===== src/rtl/wash_prep_controller_if.sv =====
// Handshake/sensor bundle between the wash control unit and the preparation stage.
interface wash_prep_controller_if #(parameter int W = 8);
  logic         prep_req;
  logic         abort;
  logic         cycle_done;
  logic [W-1:0] target_level;
  logic [W-1:0] target_temp;
  logic [W-1:0] water_level;
  logic [W-1:0] temp_sensor;
  logic [W-1:0] load_weight;
  logic         fill_valve;
  logic         heater_on;
  logic         load_ready;
  logic         water_ready;
  logic         temp_ready;
  logic         busy;
  logic         fault;
  logic [1:0]   fault_code;

  modport master (
    output prep_req, abort, cycle_done, target_level, target_temp,
           water_level, temp_sensor, load_weight,
    input  fill_valve, heater_on, load_ready, water_ready, temp_ready,
           busy, fault, fault_code
  );

  modport slave (
    input  prep_req, abort, cycle_done, target_level, target_temp,
           water_level, temp_sensor, load_weight,
    output fill_valve, heater_on, load_ready, water_ready, temp_ready,
           busy, fault, fault_code
  );
endinterface


===== src/rtl/wash_prep_controller.sv =====
// Wash preparation: load check, fill, heat, then hold readies until cycle_done.
// Per-phase timeouts latch a fault; every output is a flop.
module wash_prep_controller #(
  parameter int W            = 8,
  parameter int DEBOUNCE     = 4,
  parameter int LOAD_TIMEOUT = 64,
  parameter int FILL_TIMEOUT = 1000,
  parameter int HEAT_TIMEOUT = 2000,
  parameter int HYST         = 2,
  parameter int LOAD_MIN     = 10,
  parameter int LOAD_MAX     = 200
) (
  input  logic                  clk,
  input  logic                  reset,
  wash_prep_controller_if.slave bus
);

  localparam int DW = $clog2(DEBOUNCE + 1);
  localparam logic [DW-1:0] DEB_MAX  = DW'(DEBOUNCE);
  localparam logic [15:0]   LOAD_END = 16'(LOAD_TIMEOUT - 1);
  localparam logic [15:0]   FILL_END = 16'(FILL_TIMEOUT - 1);
  localparam logic [15:0]   HEAT_END = 16'(HEAT_TIMEOUT - 1);
  localparam logic [W-1:0]  HYST_W   = W'(HYST);
  localparam logic [W-1:0]  LMIN_W   = W'(LOAD_MIN);
  localparam logic [W-1:0]  LMAX_W   = W'(LOAD_MAX);

  typedef enum logic [2:0] {
    S_IDLE, S_LOAD_CHK, S_FILL, S_HEAT, S_READY, S_FAULT
  } state_e;

  state_e        state_q, state_d;
  logic [15:0]   cnt_q, cnt_d;
  logic [DW-1:0] deb_q, deb_d;
  logic [W-1:0]  tlev_q, tlev_d, ttemp_q, ttemp_d;
  logic          fill_q, fill_d, heat_q, heat_d;
  logic          lrdy_q, lrdy_d, wrdy_q, wrdy_d, trdy_q, trdy_d;
  logic          busy_q, busy_d, fault_q, fault_d;
  logic [1:0]    code_q, code_d;

  logic [W-1:0]  thr;
  logic          load_ok;

  // Lower hysteresis threshold, saturating at zero for small targets.
  assign thr     = (ttemp_q >= HYST_W) ? (ttemp_q - HYST_W) : '0;
  assign load_ok = (bus.load_weight >= LMIN_W) && (bus.load_weight <= LMAX_W);

  always_comb begin
    state_d = state_q;
    cnt_d   = cnt_q + 16'd1;
    deb_d   = deb_q;
    tlev_d  = tlev_q;
    ttemp_d = ttemp_q;
    fill_d  = fill_q;
    heat_d  = heat_q;
    lrdy_d  = lrdy_q;
    wrdy_d  = wrdy_q;
    trdy_d  = trdy_q;
    busy_d  = busy_q;
    fault_d = fault_q;
    code_d  = code_q;

    if (bus.abort) begin
      state_d = S_IDLE;
      cnt_d   = '0;
      deb_d   = '0;
      fill_d  = 1'b0;
      heat_d  = 1'b0;
      lrdy_d  = 1'b0;
      wrdy_d  = 1'b0;
      trdy_d  = 1'b0;
      busy_d  = 1'b0;
      fault_d = 1'b0;
      code_d  = 2'b00;
    end else begin
      case (state_q)
        S_IDLE: begin
          cnt_d = '0;
          if (bus.prep_req) begin
            tlev_d  = bus.target_level;
            ttemp_d = bus.target_temp;
            deb_d   = '0;
            busy_d  = 1'b1;
            state_d = S_LOAD_CHK;
          end
        end
        S_LOAD_CHK: begin
          if (deb_q == DEB_MAX) begin
            lrdy_d  = 1'b1;
            fill_d  = 1'b1;
            cnt_d   = '0;
            state_d = S_FILL;
          end else if (cnt_q == LOAD_END) begin
            busy_d  = 1'b0;
            fault_d = 1'b1;
            code_d  = 2'b01;
            cnt_d   = '0;
            state_d = S_FAULT;
          end else begin
            deb_d = load_ok ? (deb_q + DW'(1)) : '0;
          end
        end
        S_FILL: begin
          if (bus.water_level >= tlev_q) begin
            fill_d  = 1'b0;
            wrdy_d  = 1'b1;
            heat_d  = 1'b1;
            cnt_d   = '0;
            state_d = S_HEAT;
          end else if (cnt_q == FILL_END) begin
            fill_d  = 1'b0;
            lrdy_d  = 1'b0;
            busy_d  = 1'b0;
            fault_d = 1'b1;
            code_d  = 2'b10;
            cnt_d   = '0;
            state_d = S_FAULT;
          end
        end
        S_HEAT: begin
          if (bus.temp_sensor >= ttemp_q) begin
            heat_d  = 1'b0;
            trdy_d  = 1'b1;
            cnt_d   = '0;
            state_d = S_READY;
          end else if (cnt_q == HEAT_END) begin
            heat_d  = 1'b0;
            lrdy_d  = 1'b0;
            wrdy_d  = 1'b0;
            busy_d  = 1'b0;
            fault_d = 1'b1;
            code_d  = 2'b11;
            cnt_d   = '0;
            state_d = S_FAULT;
          end
        end
        S_READY: begin
          if (bus.cycle_done) begin
            heat_d  = 1'b0;
            lrdy_d  = 1'b0;
            wrdy_d  = 1'b0;
            trdy_d  = 1'b0;
            busy_d  = 1'b0;
            cnt_d   = '0;
            state_d = S_IDLE;
          end else begin
            // Between thr and target the heater keeps its previous state.
            trdy_d = (bus.temp_sensor >= thr);
            if (bus.temp_sensor < thr)
              heat_d = 1'b1;
            else if (bus.temp_sensor >= ttemp_q)
              heat_d = 1'b0;
          end
        end
        S_FAULT: ;
        default: begin
          state_d = S_IDLE;
          cnt_d   = '0;
        end
      endcase
    end
  end

  always_ff @(posedge clk) begin
    if (reset) begin
      state_q <= S_IDLE;
      cnt_q   <= '0;
      deb_q   <= '0;
      tlev_q  <= '0;
      ttemp_q <= '0;
      fill_q  <= 1'b0;
      heat_q  <= 1'b0;
      lrdy_q  <= 1'b0;
      wrdy_q  <= 1'b0;
      trdy_q  <= 1'b0;
      busy_q  <= 1'b0;
      fault_q <= 1'b0;
      code_q  <= 2'b00;
    end else begin
      state_q <= state_d;
      cnt_q   <= cnt_d;
      deb_q   <= deb_d;
      tlev_q  <= tlev_d;
      ttemp_q <= ttemp_d;
      fill_q  <= fill_d;
      heat_q  <= heat_d;
      lrdy_q  <= lrdy_d;
      wrdy_q  <= wrdy_d;
      trdy_q  <= trdy_d;
      busy_q  <= busy_d;
      fault_q <= fault_d;
      code_q  <= code_d;
    end
  end

  assign bus.fill_valve  = fill_q;
  assign bus.heater_on   = heat_q;
  assign bus.load_ready  = lrdy_q;
  assign bus.water_ready = wrdy_q;
  assign bus.temp_ready  = trdy_q;
  assign bus.busy        = busy_q;
  assign bus.fault       = fault_q;
  assign bus.fault_code  = code_q;

endmodule


===== src/flat_wrapper.sv =====
// flat-port wrapper written by rule: the top's interface ports become plain ports
module wash_prep_controller_flat 
#(
  parameter int W            = 8,
  parameter int DEBOUNCE     = 4,
  parameter int LOAD_TIMEOUT = 64,
  parameter int FILL_TIMEOUT = 1000,
  parameter int HEAT_TIMEOUT = 2000,
  parameter int HYST         = 2,
  parameter int LOAD_MIN     = 10,
  parameter int LOAD_MAX     = 200
)
  (clk, reset, bus_prep_req, bus_abort, bus_cycle_done, bus_target_level, bus_target_temp, bus_water_level, bus_temp_sensor, bus_load_weight, bus_fill_valve, bus_heater_on, bus_load_ready, bus_water_ready, bus_temp_ready, bus_busy, bus_fault, bus_fault_code);
  wash_prep_controller_if #(.W(W)) bus_i ();
  input  logic clk;
  input  logic reset;
  input wire logic [$bits(bus_i.prep_req)-1:0] bus_prep_req;
  input wire logic [$bits(bus_i.abort)-1:0] bus_abort;
  input wire logic [$bits(bus_i.cycle_done)-1:0] bus_cycle_done;
  input wire logic [$bits(bus_i.target_level)-1:0] bus_target_level;
  input wire logic [$bits(bus_i.target_temp)-1:0] bus_target_temp;
  input wire logic [$bits(bus_i.water_level)-1:0] bus_water_level;
  input wire logic [$bits(bus_i.temp_sensor)-1:0] bus_temp_sensor;
  input wire logic [$bits(bus_i.load_weight)-1:0] bus_load_weight;
  output wire logic [$bits(bus_i.fill_valve)-1:0] bus_fill_valve;
  output wire logic [$bits(bus_i.heater_on)-1:0] bus_heater_on;
  output wire logic [$bits(bus_i.load_ready)-1:0] bus_load_ready;
  output wire logic [$bits(bus_i.water_ready)-1:0] bus_water_ready;
  output wire logic [$bits(bus_i.temp_ready)-1:0] bus_temp_ready;
  output wire logic [$bits(bus_i.busy)-1:0] bus_busy;
  output wire logic [$bits(bus_i.fault)-1:0] bus_fault;
  output wire logic [$bits(bus_i.fault_code)-1:0] bus_fault_code;
  assign bus_i.prep_req = bus_prep_req;
  assign bus_i.abort = bus_abort;
  assign bus_i.cycle_done = bus_cycle_done;
  assign bus_i.target_level = bus_target_level;
  assign bus_i.target_temp = bus_target_temp;
  assign bus_i.water_level = bus_water_level;
  assign bus_i.temp_sensor = bus_temp_sensor;
  assign bus_i.load_weight = bus_load_weight;
  assign bus_fill_valve = bus_i.fill_valve;
  assign bus_heater_on = bus_i.heater_on;
  assign bus_load_ready = bus_i.load_ready;
  assign bus_water_ready = bus_i.water_ready;
  assign bus_temp_ready = bus_i.temp_ready;
  assign bus_busy = bus_i.busy;
  assign bus_fault = bus_i.fault;
  assign bus_fault_code = bus_i.fault_code;
  wash_prep_controller #(.W(W), .DEBOUNCE(DEBOUNCE), .LOAD_TIMEOUT(LOAD_TIMEOUT), .FILL_TIMEOUT(FILL_TIMEOUT), .HEAT_TIMEOUT(HEAT_TIMEOUT), .HYST(HYST), .LOAD_MIN(LOAD_MIN), .LOAD_MAX(LOAD_MAX)) u_core (.clk(clk), .reset(reset), .bus(bus_i));
endmodule

===== config.mk =====
export PLATFORM = sky130hd
export DESIGN_NAME = wash_prep_controller_flat
export DESIGN_NICKNAME = d
export VERILOG_FILES = /design/src/rtl/wash_prep_controller_if.sv /design/src/rtl/wash_prep_controller.sv /design/src/flat_wrapper.sv
export SDC_FILE = /design/constraint.sdc
export NUM_CORES = 1
export LEC_CHECK = 0
export BUFFER_PORTS_ARGS = -buffer_cell sky130_fd_sc_hd__buf_2
export CAP_MARGIN = 20
export CORE_ASPECT_RATIO = 1.4
export CORE_MARGIN = 2
export CORE_UTILIZATION = 30
export CTS_CLUSTER_SIZE = 20
export DETAILED_ROUTE_END_ITERATION = 10
export PLACE_DENSITY = 0.54
export SLEW_MARGIN = 20
export SYNTH_ARGS = -nofsm -noshare
export SYNTH_HDL_FRONTEND = slang
export SYNTH_SLANG_ARGS = --single-unit

===== constraint.sdc =====
create_clock -name clk -period 5.58 [get_ports clk]
set_clock_uncertainty 0.1 [all_clocks]
set_input_delay 1.116 -clock clk [delete_from_list [all_inputs] [get_ports clk]]
set_output_delay 1.116 -clock clk [all_outputs]
set_load 0.05 [all_outputs]

==> impl_metrics.json, run 1 <==
{
  "outcome": "complete, no violations",
  "hold_path.class": "flop to flop",
  "num_vias": 2678,
  "fin_cells": 527,
  "grt_max_degree": 22,
  "die_w_um": 87.26,
  "critPathCaptureType": "flop",
  "grt_overflow": 0,
  "r2r-start": "u_core.cnt_q[12]",
  "rsz0062_at_grt": "no",
  "final-seq-area_um2": 940.9,
  "r2r-end": "u_core.cnt_q[6]",
  "drive_gt1_frac": 0.1823,
  "synth-main-ff-cell": "dfxtp_1",
  "numCtsBuffers": 5,
  "start_util": 0.3078,
  "dieArea_um2": 10520,
  "syn2layout_area_growth_pct": 17.06,
  "post_cts.repair.setup_buffers": 0,
  "die_h_um": 120.6,
  "async_reset_ff_frac": 0,
  "syn_area_um2": 2912,
  "core_area_um2": 9459,
  "grt_first_pass_wirelength_mm": 12.15,
  "p_leak_nw": 1.356,
  "setup_viol": 0,
  "hold_viol": 0,
  "final-max-slew-violation-count": 0,
  "clk_pin_slew_ps": 70,
  "p_int_mw": 0.5640,
  "cts-root-buf": "clkbuf_16",
  "setup_tns_ps": 0,
  "worstPathMaxFanout": 16,
  "clock-sinks": 47,
  "yosys.cell_types.count": 50,
  "drv_cap": 0,
  "num_rows": 42,
  "worst_ep_arrival_time_ps": 3510,
  "fmax_ghz": 0.2880,
  "reg2reg_depth": 6,
  "synthCells": 369,
  "critPathRequiredTime_ps": 5620,
  "total_power_mw": 0.7863,
  "ys_ff_latch": 47,
  "p_seq_frac": 0.446,
  "ctsHoldBuffers": 0,
  "min_period_ps": 3472,
  "vdd_drop_max_v": 0.0001320,
  "ioPinCount": 54,
  "syn-num-nets": 442,
  "power_frac_clock": 0.390,
  "multi_input_area_um2": 1831,
  "syn_avg_cell_area_um2": 7.890,
  "slew_headroom": 0.3830,
  "cp-start-kind": "primary input",
  "dp_cells": 519,
  "ctsResizeCount": 0,
  "port_buffers": 53,
  "drt_iter0_markers": 135,
  "fin_crit_sh": 0.6222,
  "yosysSeqAreaShare": 0.3232,
  "whs_ps": 355.7,
  "fin_nets": 489,
  "hp-start": "u_core.tlev_q[5]",
  "hold_end": "u_core.tlev_q[5]",
  "antenna_left": 0,
  "switching_share": 0.2828,
  "finalInstanceArea_um2": 3408,
  "drt-total-wl_mm": 7.426,
  "antenna_found_initial": 0,
  "worst_slack_ps": 2108,
  "switchingPower_mw": 0.2223,
  "drc": 0,
  "worst_pin_slew_ps": 922.1,
  "postPlaceCellArea_um2": 3258,
  "place_ws_ps": 1514,
  "clock_path_buffers": 2,
  "first_pass_iters": 4,
  "yosys_warnings": 0,
  "avgViaCountPerCell": 5.082,
  "htree_levels": 2,
  "power_density_nw_per_um2": 230.7,
  "routedWlPerCell_um": 14.09,
  "combPwrFrac": 0.164,
  "hold_depth": 2,
  "rrSetupSlack_ps": 2520,
  "clock_latency_ps": 290,
  "worstSetupPathType": "primary input to flop",
  "utilization": 0.3603,
  "nFillCells": 1011,
  "synth-edff-count": 0,
  "grt_util_all_layers": 0.1447,
  "grt_pass1_vias": 2592,
  "gp_congestion": 0.8338,
  "cts_tree": "yes",
  "num_antenna_cells": 0,
  "place_hpwl_mm": 5.856
}
-- routing by layer --
layer / vias up / GRT usage / routed length (um)
met5: - / 0 / 0
met3: 6 / 0.02048 / 277
met2: 53 / 0.2670 / 3881
li1: 1390 / - / -
met1: 1229 / 0.1710 / 3176
met4: 0 / 0.03750 / 91
-- synth_stat cells (5+ instances only) --
| cell | count | share of area |
|---|---|---|
| a211oi_1 | 6 | 0.015 |
| a21oi_1 | 32 | 0.055 |
| a31oi_1 | 5 | 0.011 |
| and3_1 | 8 | 0.017 |
| clkbuf_1 | 11 | 0.014 |
| dfxtp_1 | 47 | 0.32 |
| ha_1 | 28 | 0.12 |
| inv_1 | 23 | 0.030 |
| nand2_1 | 58 | 0.075 |
| nand2b_1 | 5 | 0.011 |
| nand3_1 | 11 | 0.019 |
| nand4_1 | 6 | 0.013 |
| nor2_1 | 37 | 0.048 |
| nor3_1 | 6 | 0.010 |
| o21ai_0 | 13 | 0.022 |
| xnor2_1 | 11 | 0.033 |
| xor2_1 | 7 | 0.021 |
-- cells by family after synthesis --
group / count (synthesis) / share of synthesized area
adder cells (fa/ha/maj): 28 / 0.1203
multiplexers: 3 / 0.01031
XOR/XNOR: 18 / 0.05415
buffers and inverters: 36 / 0.04899
AND/OR/NAND/NOR: 155 / 0.2535
flip-flops: 47 / 0.3232
AO/OA/AOI/OAI: 82 / 0.1895
-- registers in the layout, indices dropped and copies added, names as in the netlist --
signal,count
u_core.bus.fault,1
u_core.bus.load_ready,1
u_core.bus.busy,1
u_core.tlev_q,8
u_core.cnt_q,16
u_core.bus.fill_valve,1
u_core.bus.water_ready,1
u_core.bus.fault_code,2
u_core.state_q,3
u_core.ttemp_q,8
u_core.bus.temp_ready,1
u_core.deb_q,3
u_core.bus.heater_on,1
-- power by group through the flow --
stage | sequential, mW | clock (mW) | combinational (mW)
floorplan | 0.356 | 0 | 0.0876
global placement | 0.358 | 0 | 0.127
detailed placement | 0.358 | 0 | 0.130
CTS | 0.350 | 0.313 | 0.131
global route | 0.352 | 0.325 | 0.150
finish | 0.350 | 0.307 | 0.129
-- area by class of cell --
| type | instances | area share |
|---|---|---|
| Clock inverter | 3 | 0.006608 |
| Sequential cell | 47 | 0.2761 |
| Tap cell | 110 | 0.04038 |
| Timing Repair Buffer | 53 | 0.07783 |
| Clock buffer | 5 | 0.03671 |
| Inverter | 23 | 0.02533 |
| Multi-Input combinational cell | 286 | 0.5371 |
-- worst max-delay path by stage --
stage                  startpoint               end  cells past startpoint
6_report       bus_temp_sensor[0]   u_core.cnt_q[6]                      9
5_1_grt        bus_temp_sensor[0]   u_core.cnt_q[9]                      9
4_1_cts        bus_temp_sensor[0]   u_core.cnt_q[6]                      9
3_5_place_dp   bus_temp_sensor[0]   u_core.cnt_q[9]                      9
3_3_place_gp   bus_temp_sensor[0]  u_core.cnt_q[12]                      9
2_1_floorplan  bus_temp_sensor[0]  u_core.cnt_q[10]                      9
-- worst max-delay path, cell delays in order --
cell and delay (ps):
buf_2 80, inv_1 50, ha_1 260, nand2b_1 90, a2111oi_0 110, o311ai_1 680
nor2_2 140, o41ai_4 880, nor2_1 120
-- cell usage in the layout, fill, tap and decap left out, types with 2 or more instances in the layout --
master     synthesis  final
or4_4              2      2
buf_2              0     53
mux2i_1            3      3
inv_1             23     23
clkbuf_16          0      5
nand2_1           58     58
nor3_1             6      6
nand3_1           11     11
o21ai_0           13     13
dfxtp_1           47     47
a31oi_1            5      5
o311ai_0           3      2
ha_1              28     28
o221a_2            2      2
a211oi_1           6      6
a21oi_1           32     32
nor2b_1            3      3
o21a_1             4      4
nand4_1            6      6
xnor2_1           11     11
and2_1             2      2
nor4_1             4      4
xor2_1             7      7
o211ai_1           3      3
and3_1             8      8
or2_2              4      4
a21o_1             2      2
nor2_2             1      2
nor2_1            37     36
nand2b_1           5      5
o31ai_1            2      2
Power figures use the tool's default switching activity.
==> run 2, diff against run 1 <==
- clock period: 5.58 -> 3.5 ns (I/O delays scaled with it)
==> impl_metrics.json, run 2 (synthesis gave the netlist of run 1 again) <==
{
  "num_rows": 42,
  "cts_tree": "yes",
  "postPlaceCellArea_um2": 3281,
  "hold_viol": 0,
  "rsz0062_at_grt": "no",
  "worstPathMaxFanout": 16,
  "start_util": 0.3078,
  "power_frac_clock": 0.409,
  "total_power_mw": 1.298,
  "port_buffers": 53,
  "die_h_um": 120.6,
  "switchingPower_mw": 0.3302,
  "ctsResizeCount": 0,
  "place_ws_ps": 327.4,
  "top_register": "u_core.cnt_q",
  "grt_first_pass_wirelength_mm": 11.90,
  "num_antenna_cells": 0,
  "post_cts.repair.setup_buffers": 0,
  "rrSetupSlack_ps": 510,
  "core_area_um2": 9459,
  "fmax_ghz": 0.3339,
  "die_w_um": 87.26,
  "clock_latency_ps": 280,
  "path_buf_inv": 0,
  "slowest_stage": "o41ai_4",
  "critPathRequiredTime_ps": 3540,
  "outcome": "complete, no violations",
  "final-max-slew-violation-count": 0,
  "slew_headroom": 0.3710,
  "routedWlPerCell_um": 13.93,
  "max_stage_delay_ps": 850,
  "worstSetupPathType": "flop to flop",
  "ctsHoldBuffers": 0,
  "setup_tns_ps": 0,
  "htree_levels": 2,
  "fin_crit_sh": 0.8556,
  "dieArea_um2": 10520,
  "grt_max_degree": 21,
  "num_vias": 2708,
  "p_int_mw": 0.9673,
  "drv_cap": 0,
  "numCtsBuffers": 5,
  "cp_common_cell": "or4_4",
  "final_cell_mix": "nand2_1 (58), buf_2 (53), dfxtp_1 (47)",
  "clock-sinks": 47,
  "drc": 0,
  "grt_overflow": 0,
  "antenna_found_initial": 0,
  "hold_path.class": "flop to flop",
  "antenna_left": 0,
  "layout_commonest_cell": "nand2_1",
  "setup_viol": 0,
  "min_period_ps": 2995,
  "reg_top3": "u_core.cnt_q (16), u_core.tlev_q (8), u_core.ttemp_q (8)",
  "clock_path_buffers": 2,
  "vdd_drop_max_v": 0.0002065,
  "switching_share": 0.2545,
  "drt-total-wl_mm": 7.371,
  "worst_pin_slew_ps": 940.1,
  "critPathCaptureType": "flop",
  "gp_congestion": 0.8716,
  "combPwrFrac": 0.163,
  "grt_util_all_layers": 0.1425,
  "grt_pass1_vias": 2675,
  "fin_nets": 492,
  "first_pass_iters": 4,
  "worst_ep_arrival_time_ps": 3030,
  "path_cells": "or4_4, or4_4, o31ai_4, nor2_2, o41ai_4, nor2_1",
  "cp-start-kind": "flop",
  "largest_reg_flops": 16,
  "place_hpwl_mm": 5.859,
  "cts-root-buf": "clkbuf_16",
  "syn2layout_area_growth_pct": 18.26,
  "finalInstanceArea_um2": 3443,
  "p_seq_frac": 0.428,
  "crit_family": "simple AND/OR/NAND/NOR gates",
  "worst_slack_ps": 505.2,
  "clk_pin_slew_ps": 60,
  "avgViaCountPerCell": 5.119,
  "power_density_nw_per_um2": 376.8,
  "p_leak_nw": 1.372,
  "drive_gt1_frac": 0.1838,
  "ioPinCount": 54,
  "drt_iter0_markers": 90
}
==> run 2: cell types whose count changed in the layout (fill, tap and decap cells not counted) <==
cell	change
clkinv_4	-1
o311ai_0	+1
bufinv_16	+1
nor2_2	-1
clkinvlp_4	+1
o311ai_1	-1
clkinv_2	-1
buf_4	+3
nor2_1	+1
inv_6	-1
==> run 2: area by class of cell <==
type                       count  area [um2]
clock buffer                   5       125.1
timing repair buffer          56       287.8
fill                        1003        6016
clock inverter                 2       37.54
multi-input combinational    286        1828
tap                          110       137.6
sequential                    47       940.9
inverter                      23       86.33
==> run 2: worst min-delay path: stages (launching register included) <==
cell and delay [ps]:
dfxtp_1 310, nand2_1 50, a21oi_1 50
==> run 2: per-stage QoR <==
stage	utilization	cells	hold WS (ps)
2_1_floorplan	-	369	325.9
3_3_place_gp	0.3468	522	345.2
3_5_place_dp	0.3468	522	347.6
4_1_cts	0.3640	529	356.4
5_1_grt	0.3640	529	373.2
6_report	0.3640	529	355.5
==> run 2: final timing paths <==
kind | startpoint | to | cells past startpoint
worst max-delay path | u_core.cnt_q[12] | u_core.cnt_q[11] | 6
worst min-delay path | u_core.tlev_q[7] | u_core.tlev_q[7] | 2
worst max register to register | u_core.cnt_q[12] | u_core.cnt_q[11] | 6
worst min register to register | u_core.tlev_q[7] | u_core.tlev_q[7] | 2
==> run 2: power by group through the flow <==
stage          logic (mW)  registers [mW]  clock network [mW]
3_5_place_dp        0.211           0.568                   0
4_1_cts             0.213           0.556               0.543
5_1_grt             0.241           0.557               0.564
6_report            0.211           0.556               0.531
3_3_place_gp        0.206           0.568                   0
2_1_floorplan       0.140           0.567                   0
==> run 2: layer usage <==
layer | GRT usage | vias up | share of wire
met5 | 0 | - | 0
met4 | 0.04327 | 0 | 0.014
met3 | 0.02253 | 8 | 0.032
met2 | 0.2680 | 51 | 0.53
met1 | 0.1596 | 1256 | 0.43
li1 | - | 1393 | -
==> run 3, diff against run 2 <==
- CORE_MARGIN: 2 -> 3
- clock period: 3.5 -> 3.83 ns (I/O delays scaled with it)
==> impl_metrics.json, run 3 (synthesis gave the netlist of run 1 again) <==
{
  "clock-sinks": 47,
  "combPwrFrac": 0.167,
  "gp_congestion": 0.8821,
  "num_rows": 41,
  "grt_pass1_vias": 2573,
  "post_cts.repair.setup_buffers": 0,
  "numCtsBuffers": 5,
  "top_register": "u_core.cnt_q",
  "die_w_um": 89.26,
  "power_density_nw_per_um2": 335.9,
  "p_seq_frac": 0.439,
  "fin_nets": 493,
  "nFillCells": 965,
  "critPathRequiredTime_ps": 3950,
  "p_int_mw": 0.8287,
  "path_cells": "buf_2, inv_1, ha_1, nand2b_1, a2111oi_0, o311ai_0, buf_4, a211oi_1, mux2i_1",
  "ioPinCount": 54,
  "outcome": "complete, no violations",
  "clk_pin_slew_ps": 70,
  "worst_pin_slew_ps": 956.6,
  "core_area_um2": 9234,
  "worstPathMaxFanout": 5,
  "worstSetupPathType": "primary input to flop",
  "syn2layout_area_growth_pct": 18.05,
  "fmax_ghz": 0.3576,
  "htree_levels": 2,
  "drt-total-wl_mm": 7.326,
  "p_leak_nw": 1.373,
  "die_h_um": 122.6,
  "fin_cells": 528,
  "rsz0062_at_grt": "no",
  "final-max-slew-violation-count": 0,
  "switchingPower_mw": 0.3257,
  "slowest_stage": "a2111oi_0",
  "drt_iter0_markers": 159,
  "grt_overflow": 0,
  "num_vias": 2684,
  "worst_ep_arrival_time_ps": 2910,
  "final_cell_mix": "nand2_1 (58), buf_2 (53), dfxtp_1 (47)",
  "antenna_left": 0,
  "grt_util_all_layers": 0.1388,
  "largest_reg_flops": 16,
  "avgViaCountPerCell": 5.083,
  "critPathCaptureType": "flop",
  "first_pass_iters": 4,
  "fin_crit_sh": 0.7301,
  "ctsResizeCount": 0,
  "setup_tns_ps": 0,
  "cp-start-kind": "primary input",
  "layout_commonest_cell": "nand2_1",
  "reg_top3": "u_core.cnt_q (16), u_core.tlev_q (8), u_core.ttemp_q (8)",
  "drv_cap": 0,
  "antenna_found_initial": 0,
  "start_util": 0.3153,
  "hold_viol": 0,
  "port_buffers": 53,
  "power_frac_clock": 0.394,
  "drc": 0,
  "switching_share": 0.2822,
  "vdd_drop_max_v": 0.0001828,
  "grt_first_pass_wirelength_mm": 11.85,
  "clock_path_buffers": 2,
  "dp_cells": 520,
  "min_period_ps": 2796,
  "place_hpwl_mm": 5.884,
  "cts-root-buf": "clkbuf_16",
  "drive_gt1_frac": 0.1876,
  "grt_max_degree": 21,
  "ctsHoldBuffers": 0,
  "slew_headroom": 0.3599,
  "max_stage_delay_ps": 540,
  "cts_tree": "yes",
  "clock_latency_ps": 290,
  "setup_viol": 0,
  "num_antenna_cells": 0,
  "hold_path.class": "flop to flop",
  "utilization": 0.3722,
  "routedWlPerCell_um": 13.88,
  "dieArea_um2": 10940,
  "whs_ps": 355.9
}
run 3: per-stage QoR:
step	power (mW)	worst slack [ps]	cell area, um2
after floorplan	0.6462	809.1	2912
after global placement	0.7089	832.6	3284
after detailed placement	0.7133	746.3	3284
after CTS	1.168	1009	3437
after global routing	1.218	717.1	3437
final	1.154	1034	3437
run 3: final cells by class:
cell class / count / area (um2) / share of cell area
Inverter: 23 / 86.33 / 0.02512
Tap cell: 107 / 133.9 / 0.03895
Multi-Input combinational cell: 286 / 1828 / 0.5319
Clock inverter: 3 / 27.53 / 0.008009
Timing Repair Buffer: 57 / 295.3 / 0.08591
Sequential cell: 47 / 940.9 / 0.2738
Clock buffer: 5 / 125.1 / 0.03640
run 3: power groups by stage:
stage               logic, mW  registers (mW)  clock network (mW)
global route            0.220           0.509               0.488
CTS                     0.196           0.508               0.465
floorplan               0.128           0.519                   0
detailed placement      0.194           0.519                   0
global placement        0.190           0.519                   0
finish                  0.192           0.507               0.455
run 3: worst paths after layout:
path                                          from                        to  cells past startpoint  slack, ps
worst min-delay path              u_core.tlev_q[1]          u_core.tlev_q[1]                      2        360
worst max register to register    u_core.cnt_q[12]         u_core.state_q[0]                      6       1040
worst min register to register    u_core.tlev_q[1]          u_core.tlev_q[1]                      2        360
worst max-delay path            bus_temp_sensor[0]  u_core.bus.fault_code[1]                      9       1030
run 3: critical path: cells and delay by family:
| family | cells | cell delay [ps] |
|---|---|---|
| mux | 1 | 240 |
| simple gates | 1 | 140 |
| fa+ha+maj | 1 | 270 |
| buf+inv | 3 | 330 |
| compound gates | 3 | 1180 |
run 3: per-layer routing:
metal  vias up  global-route usage  part of all wire
met4         0             0.03911             0.016
met5         -                   0                 0
met3         9             0.02686             0.037
met2        49              0.2542              0.53
li1       1405                   -                 -
met1      1221              0.1599              0.42
